File: src/rtl/alu_serial_driver.sv
// alu_serial_driver: bit-serial ALU sequencer for an external combinational
// 1-bit ALU slice. Streams operand bits LSB-first over WIDTH cycles, feeds the
// slice carry-out back in as carry-in, and collects the result and the flags.
module alu_serial_driver #(
  parameter int unsigned WIDTH = 32
) (
  input  logic             clk_i,
  input  logic             rst_i,
  input  logic             start_i,
  input  logic [WIDTH-1:0] src1_i,
  input  logic [WIDTH-1:0] src2_i,
  input  logic [3:0]       ctrl_i,
  output logic             busy_o,
  output logic             done_o,
  output logic [WIDTH-1:0] result_o,
  output logic             zero_o,
  output logic             cout_o,
  output logic             overflow_o,
  output logic             equal_o,
  output logic             slice_src1,
  output logic             slice_src2,
  output logic             slice_cin,
  output logic             slice_less,
  output logic             slice_A_invert,
  output logic             slice_B_invert,
  output logic [1:0]       slice_operation,
  input  logic             slice_result,
  input  logic             slice_cout,
  input  logic             slice_equal_out,
  input  logic             slice_set_out
);

  localparam int unsigned IW = (WIDTH > 1) ? $clog2(WIDTH) : 1;
  localparam logic [IW-1:0] LAST = IW'(WIDTH - 1);

  typedef enum logic [1:0] {
    IDLE,
    RUN,
    DONE
  } state_t;

  typedef enum logic [3:0] {
    CTRL_AND  = 4'b0000,
    CTRL_OR   = 4'b0001,
    CTRL_ADD  = 4'b0010,
    CTRL_SUB  = 4'b0110,
    CTRL_SLT  = 4'b0111,
    CTRL_NOR  = 4'b1100,
    CTRL_NAND = 4'b1101
  } ctrl_t;

  state_t           state;
  logic [WIDTH-1:0] a_sh;
  logic [WIDTH-1:0] b_sh;
  logic [WIDTH-1:0] res_sh;
  logic [IW-1:0]    idx;
  logic             carry;
  logic             eq_acc;

  // Latched decode, held constant for the whole run
  logic       a_inv;
  logic       b_inv;
  logic [1:0] op;
  logic       cin0;
  logic       arith;
  logic       slt;
  logic       legal;

  // Decode of the incoming control word
  logic       dec_a_inv;
  logic       dec_b_inv;
  logic [1:0] dec_op;
  logic       dec_cin;
  logic       dec_arith;
  logic       dec_slt;
  logic       dec_legal;

  logic             running;
  logic             load;
  logic             last;
  logic             ovf;
  logic [WIDTH-1:0] raw_result;
  logic [WIDTH-1:0] final_result;

  // The set output of the slice is not needed: SLT is resolved here
  logic unused_set;
  assign unused_set = slice_set_out;

  assign running = (state == RUN);
  assign load    = start_i && ((state == IDLE) || (state == DONE));
  assign last    = running && (idx == LAST);

  // Translate the 4-bit ALU control into slice controls
  always_comb begin
    dec_a_inv = 1'b0;
    dec_b_inv = 1'b0;
    dec_op    = 2'b00;
    dec_cin   = 1'b0;
    dec_arith = 1'b0;
    dec_slt   = 1'b0;
    dec_legal = 1'b1;
    case (ctrl_i)
      CTRL_AND:  ;
      CTRL_OR:   dec_op = 2'b01;
      CTRL_ADD: begin
        dec_op    = 2'b10;
        dec_arith = 1'b1;
      end
      CTRL_SUB: begin
        dec_b_inv = 1'b1;
        dec_op    = 2'b10;
        dec_cin   = 1'b1;
        dec_arith = 1'b1;
      end
      CTRL_SLT: begin
        dec_b_inv = 1'b1;
        dec_op    = 2'b10;
        dec_cin   = 1'b1;
        dec_arith = 1'b1;
        dec_slt   = 1'b1;
      end
      CTRL_NOR: begin
        dec_a_inv = 1'b1;
        dec_b_inv = 1'b1;
      end
      CTRL_NAND: begin
        dec_a_inv = 1'b1;
        dec_b_inv = 1'b1;
        dec_op    = 2'b01;
      end
      default: dec_legal = 1'b0;
    endcase
  end

  // Slice stimulus: live only during RUN, forced low otherwise
  always_comb begin
    slice_src1      = running & a_sh[0];
    slice_src2      = running & b_sh[0];
    slice_cin       = running & ((idx == '0) ? cin0 : carry);
    slice_less      = 1'b0;
    slice_A_invert  = running & a_inv;
    slice_B_invert  = running & b_inv;
    slice_operation = running ? op : 2'b00;
  end

  // Final result assembled from the shift register plus the last slice bit
  always_comb begin
    raw_result = {slice_result, res_sh[WIDTH-1:1]};
    ovf        = slice_cin ^ slice_cout;
    if (!legal) begin
      final_result = '0;
    end else if (slt) begin
      final_result = {{(WIDTH-1){1'b0}}, slice_result ^ ovf};
    end else begin
      final_result = raw_result;
    end
  end

  // Sequencer FSM with registered handshake, result and flags
  always_ff @(posedge clk_i or negedge rst_i) begin
    if (!rst_i) begin
      state      <= IDLE;
      a_sh       <= '0;
      b_sh       <= '0;
      res_sh     <= '0;
      idx        <= '0;
      carry      <= 1'b0;
      eq_acc     <= 1'b0;
      a_inv      <= 1'b0;
      b_inv      <= 1'b0;
      op         <= 2'b00;
      cin0       <= 1'b0;
      arith      <= 1'b0;
      slt        <= 1'b0;
      legal      <= 1'b0;
      busy_o     <= 1'b0;
      done_o     <= 1'b0;
      result_o   <= '0;
      zero_o     <= 1'b0;
      cout_o     <= 1'b0;
      overflow_o <= 1'b0;
      equal_o    <= 1'b0;
    end else begin
      done_o <= 1'b0;
      if (load) begin
        state  <= RUN;
        busy_o <= 1'b1;
        a_sh   <= src1_i;
        b_sh   <= src2_i;
        res_sh <= '0;
        idx    <= '0;
        carry  <= 1'b0;
        eq_acc <= 1'b1;
        a_inv  <= dec_a_inv;
        b_inv  <= dec_b_inv;
        op     <= dec_op;
        cin0   <= dec_cin;
        arith  <= dec_arith;
        slt    <= dec_slt;
        legal  <= dec_legal;
      end else begin
        case (state)
          RUN: begin
            a_sh   <= a_sh >> 1;
            b_sh   <= b_sh >> 1;
            res_sh <= raw_result;
            carry  <= slice_cout;
            eq_acc <= eq_acc & slice_equal_out;
            idx    <= idx + 1'b1;
            if (last) begin
              state      <= DONE;
              busy_o     <= 1'b0;
              done_o     <= 1'b1;
              result_o   <= final_result;
              zero_o     <= (final_result == '0);
              cout_o     <= legal & arith & slice_cout;
              overflow_o <= legal & arith & ovf;
              equal_o    <= legal & eq_acc & slice_equal_out;
            end
          end
          DONE:    state <= IDLE;
          default: state <= IDLE;
        endcase
      end
    end
  end

endmodule

File: config.mk
export PLATFORM = sky130hd
export DESIGN_NAME = alu_serial_driver
export DESIGN_NICKNAME = d
export VERILOG_FILES = /design/src/rtl/alu_serial_driver.sv
export SDC_FILE = /design/constraint.sdc
export NUM_CORES = 1
export LEC_CHECK = 0
export ABC_AREA = 1
export CELL_PAD_IN_SITES_DETAIL_PLACEMENT = 0
export CELL_PAD_IN_SITES_GLOBAL_PLACEMENT = 1
export CORE_MARGIN = 8
export CORE_UTILIZATION = 35
export CTS_CLUSTER_DIAMETER = 80
export DETAILED_ROUTE_END_ITERATION = 8
export HOLD_SLACK_MARGIN = 0.1
export PLACE_DENSITY = 0.7
export SLEW_MARGIN = 20
export SYNTH_ARGS = -nofsm -noshare
export SYNTH_HDL_FRONTEND = slang
export SYNTH_SLANG_ARGS = --single-unit
File: constraint.sdc
create_clock -name clk_i -period 1.8 [get_ports clk_i]
set_input_delay 0.36 -clock clk_i [delete_from_list [all_inputs] [get_ports clk_i]]
set_output_delay 0.36 -clock clk_i [all_outputs]
set_load 0.01 [all_outputs]
==> results of run 1 <==
-- logic make-up after synthesis --
kind of cell               after synthesis
other                                    1
xor gates and xnor gates                 1
and+or+nand+nor                        111
DFF                                    150
adders and majority gates                3
AOI/OAI and AO/OA                      266
buffers and inverters                  165
-- worst max-delay path: cells and delay by family, from the launching register on --
family / cells / cell delay [ns]
DFF: 1 / 0.39
and+or+nand+nor: 4 / 0.30
buffers and inverters: 4 / 0.28
adders and majority gates: 1 / 0.14
-- flip-flops by register name (all words and copies together), names as in the netlist --
| signal | cells |
|---|---|
| a_sh | 32 |
| b_sh | 32 |
| result_o | 32 |
| res_sh | 31 |
| idx | 5 |
| op | 2 |
| state | 2 |
| a_inv | 1 |
| arith | 1 |
| b_inv | 1 |
| busy_o | 1 |
| carry | 1 |
| cin0 | 1 |
| cout_o | 1 |
| done_o | 1 |
| eq_acc | 1 |
| equal_o | 1 |
| legal | 1 |
| overflow_o | 1 |
| slt | 1 |
| zero_o | 1 |
-- repair_timing --
action	4_1_cts	5_1_grt
pin swaps	5	9
gates cloned	0	6
resized for setup	36	88
buffers inserted	6	5
endpoints found under the hold margin	39	0
setup endpoints to repair	18	67
hold buffers	1	0
-- final cells by class --
cell class / count / area, sq um
Fill cell: 1690 / 9300
Sequential cell: 150 / 3750
Timing Repair Buffer: 164 / 1750
Multi-Input combinational cell: 382 / 2470
Clock buffer: 21 / 470
Tap cell: 234 / 293
Timing Repair inverter: 1 / 8.76
Inverter: 118 / 465
Clock inverter: 11 / 123
-- routing by layer --
layer | up-vias | part of all wire, % | wire, um
met3 | 11 | 5.1 | 843
li1 | 2612 | - | -
met1 | 2629 | 46 | 7550
met2 | 116 | 48 | 7990
met4 | 0 | 0.71 | 118
met5 | - | 0 | 0
-- through the flow --
| step | total power, mW | worst slack [ns] |
|---|---|---|
| after detailed placement | 10.7 | -0.167 |
| after global routing | 16.0 | -0.205 |
| final | 14.9 | -0.107 |
| after CTS | 14.4 | -0.131 |
| after global placement | 10.5 | -0.143 |
| after floorplan | 8.82 | 0.138 |
-- cell usage in the layout, fill, tap and decap left out, types with 2 or more instances in the layout --
master	synthesis	routed
inv_2	2	4
nand2_4	0	8
o21ai_0	161	159
o31ai_2	19	17
clkbuf_16	0	20
a21oi_1	5	5
clkinvlp_4	0	4
clkbuf_8	0	3
o211ai_1	3	3
inv_6	0	3
o22ai_1	35	35
a41oi_1	7	7
nor2_1	21	14
bufinv_16	0	2
nand3_1	11	5
buf_6	9	11
nand4_1	5	5
o221ai_1	4	4
buf_8	0	2
inv_4	2	2
nand2_2	8	17
nand3_2	0	6
clkinv_2	0	3
dfrtp_1	150	150
buf_2	12	2
o31ai_4	0	12
nor2_4	1	7
buf_12	0	11
o21ai_1	21	23
ha_4	0	2
buf_4	3	23
clkdlybuf4s50_1	0	109
nand2_1	63	46
inv_1	114	110
-- power groups by stage --
| stage | registers (mW) | clock network [mW] | logic (mW) |
|---|---|---|---|
| global placement | 5.17 | 0 | 5.37 |
| global route | 5.32 | 3.78 | 6.91 |
| finish | 5.18 | 3.55 | 6.14 |
| floorplan | 5.17 | 0 | 3.64 |
| CTS | 5.16 | 3.62 | 5.66 |
| detailed placement | 5.21 | 0 | 5.52 |
-- worst max-delay path by stage --
stage | start | end | slack, ns | cells past startpoint
6_report | idx[0] | slice_cin | -0.11 | 9
5_1_grt | idx[0] | slice_cin | -0.21 | 9
4_1_cts | idx[1] | slice_cin | -0.13 | 9
3_5_place_dp | idx[0] | slice_cin | -0.17 | 9
3_3_place_gp | idx[0] | slice_cin | -0.14 | 9
2_1_floorplan | idx[0] | result_o[14] | 0.14 | 10
==> impl_metrics.py, run 1 <==
metrics = {
    "synthesis": {
        "synth_adder_area_share_pct": 0.568,
        "synth_top_flop_cell": "dfrtp_1",
        "muxShareOfSynthArea_pct": 0,
        "ys_warn_count": 0,
        "synth-edff-count": 0,
        "ys_ff_latch": 150,
        "synth_simple_gate_area_share_pct": 7.39,
        "yosysSeqAreaShare_pct": 56.8,
        "synth_fp_nets": 775,
        "synth.most_common_cell": "o21ai_0",
        "ys_types": 28,
        "synth_compound_gate_area_share_pct": 24.1,
        "synth.avg_cell_area_sq_um": 9.47,
        "ys_async_sr_fraction_pct": 100,
        "synth_common_cells": "o21ai_0 (161), dfrtp_1 (150), inv_1 (114), nand2_1 (63), o22ai_1 (35)",
        "synthXorXnorAreaFrac_pct": 0.133,
        "synth_cells": 697,
        "syn_area_sq_um": 6600,
        "synth_top_family_by_area": "compound AO/OA/AOI/OAI gates",
        "synthTopCellsByArea": "dfrtp_1 (57%), o21ai_0 (12%), inv_1 (6.5%)",
        "yosysTopAreaCell": "dfrtp_1",
        "synth_top_area_share_pct": 56.8,
    },
    "drt": {
        "drt_iter0_markers": 234,
        "drtPass1Iterations": 4,
        "wl_per_cell_um": 15.3,
        "vias": 5368,
        "drtAntennaViolNets": 0,
        "vias_per_cell": 4.97,
        "wl_um": 16500,
        "drcViolationCount": 0,
    },
    "floorplan": {
        "rows": 50,
        "fp.dieW_um": 153,
        "fp.dieH_um": 153,
        "start_util_pct": 35.4,
        "core_area_sq_um": 18600,
        "die_area_sq_um": 23500,
        "pin_count": 121,
    },
    "worst_setup_path": {
        "critPathCaptureType": "output port",
        "r2r-start": "idx[0]",
        "crit_type": "reg2out",
        "cp_data_required_time_ns": 1.44,
        "r2r_slack_ns": -0.08,
        "rr_worst_depth": 11,
        "reg2reg_to": "result_o[28]",
        "cp.arrival_ns": 1.55,
        "critical-path-max-stage-delay_ns": 0.39,
        "worstSetupStartpointType": "register",
        "crit_slowest_cell": "dfrtp_1",
        "cp_max_fo": 2,
        "path_cells": "inv_2, ha_4, inv_4, nor2_4, nand2_1, nand2_2, nand3_2, inv_1, buf_2",
    },
    "placed_design": {
        "hpwl_um": 10800,
        "gp_congestion": 0.788,
        "io_buffers": 118,
        "dpl-instance-area_sq_um": 8170,
        "dp_cells": 1033,
    },
    "final_layout": {
        "num_antenna_cells": 0,
        "fin_cells": 1081,
        "utilization_pct": 50.1,
        "design_area_sq_um": 9340,
        "area_growth_pct": 41.4,
        "drive_above_1_share_pct": 19.5,
        "fin_nets": 912,
    },
    "global_routing": {
        "grt_usage_pct": 13.9,
        "grt_max_degree": 66,
        "grt_overflow": 0,
        "use_met1_pct": 17.8,
        "grt_pass1_wl_um": 27000,
        "grt_use_met2_pct": 22.1,
        "antenna_found_initial": 0,
        "met3_usage_pct": 5.07,
        "grt_pass1_vias": 5438,
        "grt.busiest_layer": "met2",
    },
    "clock_tree": {
        "cts_sinks": 150,
        "cts_buffers": 17,
        "clk_transition_reported_paths_ns": 0.06,
        "cts_tree": "built",
        "insertion_delay_ns": 0.42,
        "cts_max_level": 4,
        "cts_buffer_depth": 2,
        "cts_root_buf": "clkbuf_16",
    },
    "timing": {
        "period_share_pct": 106,
        "hold_slack_ns": 0.438,
        "clock.fmax_mhz": 524,
        "slew_viol_final": 0,
        "finClkSkew_ns": 0.00516,
        "setup_viol": 38,
        "fin_crit_ns": 1.91,
        "rsz0062_at_grt": "true",
        "maxSlewHeadroom_pct": 65.2,
        "worst_pin_slew_ns": 0.522,
        "tns_ns": -1.78,
        "hold_viol_final": 0,
        "setup_ws_ns": -0.107,
    },
    "pwr": {
        "power_frac_comb_pct": 41.3,
        "sw_frac_of_total_pct": 37.1,
        "ir_worst_vdd_v": 0.000759,
        "p_int_mw": 9.35,
        "clockPowerShare_pct": 23.8,
        "p_leak_nw": 4.11,
        "p_sw_mw": 5.52,
        "power_density_nw_per_um2": 1590,
        "seqPwrFrac_pct": 34.9,
    },
    "worst_hold_path": {
        "hp-class": "in2async",
    },
    "run_status": {
        "violations": "setup timing",
        "status": "complete, but fails checks",
    },
    "flow_run": {
        "cap_viol_max_count": 0,
    },
}
(Power assumes the default switching activity.)
==> run 2, diff against run 1 <==
--- a/config.mk
+++ b/config.mk
@@ -5,15 +5,16 @@
 export SDC_FILE = /design/constraint.sdc
 export NUM_CORES = 1
 export LEC_CHECK = 0
-export ABC_AREA = 1
+export ABC_AREA = 0
 export CELL_PAD_IN_SITES_DETAIL_PLACEMENT = 0
 export CELL_PAD_IN_SITES_GLOBAL_PLACEMENT = 1
+export CORE_ASPECT_RATIO = 1.2
 export CORE_MARGIN = 8
 export CORE_UTILIZATION = 35
 export CTS_CLUSTER_DIAMETER = 80
 export DETAILED_ROUTE_END_ITERATION = 8
 export HOLD_SLACK_MARGIN = 0.1
-export PLACE_DENSITY = 0.7
+export PLACE_DENSITY = 0.71
 export SLEW_MARGIN = 20
 export SYNTH_ARGS = -nofsm -noshare
 export SYNTH_HDL_FRONTEND = slang
==> impl_metrics.py, run 2 <==
metrics = {
    "synthesis": {
        "synth.avg_cell_area_sq_um": 9.40,
        "ys_ff_latch": 150,
        "yosysTopAreaCell": "dfrtp_1",
        "yosysSeqAreaShare_pct": 59.5,
        "synth-edff-count": 0,
        "synth_common_cells": "nand2_1 (207), dfrtp_1 (150), nor2_1 (62), a31oi_1 (57), o21ai_0 (43)",
        "synth.most_common_cell": "nand2_1",
        "ys_warn_count": 0,
        "syn_area_sq_um": 6300,
        "synth_fp_nets": 749,
        "ys_types": 34,
        "synth_cells": 671,
        "synth_top_flop_cell": "dfrtp_1",
        "synth_top_area_share_pct": 59.5,
        "ys_async_sr_fraction_pct": 100,
        "synthTopCellsByArea": "dfrtp_1 (60%), nand2_1 (12%), a31oi_1 (5.7%)",
    },
    "final_layout": {
        "utilization_pct": 51.0,
        "final_cell_mix": "nand2_1 (206), dfrtp_1 (148), clkdlybuf4s50_1 (110), nor2_1 (61), a31oi_1 (57)",
        "fin_cells": 1038,
        "drive_above_1_share_pct": 13.4,
        "area_growth_pct": 42.0,
        "design_area_sq_um": 8950,
        "reg.largest.list": "a_sh: 32 flops, b_sh: 32 flops, result_o: 32 flops",
        "num_antenna_cells": 0,
        "fillers": 1602,
        "fin_nets": 884,
        "final_common_cell": "nand2_1",
    },
    "placed_design": {
        "post-place-ws_ns": -0.258,
        "gp_congestion": 0.766,
        "io_buffers": 118,
        "dpl-instance-area_sq_um": 7970,
        "hpwl_um": 11000,
        "dp_cells": 991,
    },
    "pwr": {
        "p_int_mw": 9.56,
        "sw_frac_of_total_pct": 32.9,
        "finalPower_mw": 14.3,
        "p_leak_nw": 3.99,
        "clockPowerShare_pct": 27.1,
        "power_frac_comb_pct": 33.6,
        "p_sw_mw": 4.69,
        "power_density_nw_per_um2": 1590,
        "ir_worst_vdd_v": 0.000829,
        "seqPwrFrac_pct": 39.3,
    },
    "worst_setup_path": {
        "reg2reg_to": "zero_o",
        "cp_num_buf_inv": 2,
        "r2r_slack_ns": -0.09,
        "critical-path-max-stage-delay_ns": 0.39,
        "cp_max_fo": 2,
        "rr_worst_depth": 8,
        "path_cells": "inv_2, ha_4, nor4b_4, mux2i_2, buf_2",
        "critPathCapture": "slice_cin",
        "cp_data_required_time_ns": 1.44,
        "cp.depth": 5,
        "crit_start": "idx[1]",
        "worstSetupStartpointType": "register",
        "cp.arrival_ns": 1.73,
        "crit_family": "flip-flops",
        "crit_slowest_cell": "dfrtp_1",
        "crit_type": "reg2out",
        "critPathCaptureType": "output port",
        "r2r-start": "idx[1]",
    },
    "clock_tree": {
        "cts_buffers": 17,
        "cts_tree": "built",
        "insertion_delay_ns": 0.42,
        "cts_buffer_depth": 2,
        "cts_max_level": 4,
        "cts_root_buf": "clkbuf_16",
        "cts_sinks": 150,
        "clk_transition_reported_paths_ns": 0.06,
    },
    "timing": {
        "period_share_pct": 116,
        "rsz0062_at_grt": "true",
        "finClkSkew_ns": 0.00735,
        "setup_viol": 7,
        "clock.fmax_mhz": 479,
        "hold_viol_final": 0,
        "tns_ns": -0.484,
        "setup_ws_ns": -0.286,
        "maxSlewHeadroom_pct": 64.3,
        "slew_viol_final": 0,
        "hold_slack_ns": 0.472,
        "worst_pin_slew_ns": 0.536,
        "fin_crit_ns": 2.09,
    },
    "drt": {
        "wl_um": 16600,
        "vias": 5248,
        "vias_per_cell": 5.06,
        "drcViolationCount": 0,
        "drtPass1Iterations": 8,
        "drtAntennaViolNets": 0,
        "wl_per_cell_um": 16.0,
        "drt_iter0_markers": 314,
    },
    "global_routing": {
        "grt_overflow": 0,
        "grt_pass1_vias": 5387,
        "grt_pass1_wl_um": 27100,
        "grt_usage_pct": 14.5,
        "grt_max_degree": 53,
        "antenna_found_initial": 0,
    },
    "floorplan": {
        "fp.dieW_um": 139,
        "start_util_pct": 35.9,
        "die_area_sq_um": 22600,
        "fp.dieH_um": 163,
        "rows": 53,
        "pin_count": 121,
        "core_area_sq_um": 17600,
    },
    "run_status": {
        "status": "complete, but fails checks",
        "violations": "setup timing",
    },
    "worst_hold_path": {
        "hp-class": "in2async",
    },
    "flow_run": {
        "cap_viol_max_count": 0,
    },
}
run 2: changes by cell type after synthesis, sizes merged, moves of 10 or more:
cell / before / now
a22o: 0 / 36
o22ai: 35 / 1
o21ai: 182 / 43
inv: 118 / 5
nor2: 23 / 62
buf: 24 / 14
a31oi: 0 / 57
clkbuf: 23 / 36
nand2: 71 / 208
o31ai: 30 / 0
run 2: repair_timing:
item                                    in CTS  in global routing
gates cloned                                 1                  5
setup buffers                                7                  4
hold buffers                                 1                  0
endpoints found under the setup margin      12                 42
endpoints found under the hold margin       49                  0
gates resized for setup                     43                 30
pin swaps                                    3                  3
run 2: per-layer routing:
metal / wire, um / part of all wire [%] / up-vias / global-route usage [%]
met5: 0 / 0 / - / 0
met4: 177 / 1.1 / 0 / 5.10
met3: 980 / 5.9 / 15 / 4.62
met2: 7550 / 46 / 112 / 22.2
met1: 7850 / 47 / 2573 / 18.9
li1: - / - / 2548 / -
run 2: kinds of logic after synthesis:
family / count (synthesis) / share of synthesized area [%]
buffers and inverters: 55 / 3.55
adder cells (fa/ha/maj): 3 / 0.595
flip-flops: 150 / 59.5
other: 1 / 0.0595
AND/OR/NAND/NOR: 309 / 20.1
AO/OA/AOI/OAI: 146 / 15.2
multiplexers: 1 / 0.159
XOR/XNOR: 6 / 0.833
run 2: final cells by class:
cell class,count,area [sq um],share of cell area [%]
clock buffers,18,439,4.90
clock inverters,13,205,2.29
inverters,5,18.8,0.210
multi-input cells,467,2460,27.4
flip-flops and latches,150,3760,41.9
well taps,220,275,3.07
repair buffers,165,1800,20.1
run 2: power by group through the flow:
stage | Clock (mW) | Sequential [mW] | Combinational [mW]
3_5_place_dp | 0 | 5.61 | 4.52
6_report | 3.86 | 5.59 | 4.79
2_1_floorplan | 0 | 5.44 | 2.74
3_3_place_gp | 0 | 5.56 | 4.40
4_1_cts | 3.95 | 5.59 | 4.70
5_1_grt | 4.11 | 5.77 | 5.37
run 2: worst min-delay path by stage:
stage / startpoint / end / slack [ns] / depth (start not counted)
4_1_cts: a_sh[0] / a_sh[0] / 0.48 / 2
3_3_place_gp: rst_i / result_o[8] / 0.35 / 1
3_5_place_dp: rst_i / result_o[7] / 0.37 / 1
2_1_floorplan: rst_i / a_inv / 0.06 / 0
5_1_grt: result_o[23] / result_o[23] / 0.50 / 2
6_report: rst_i / res_sh[9] / 0.47 / 2
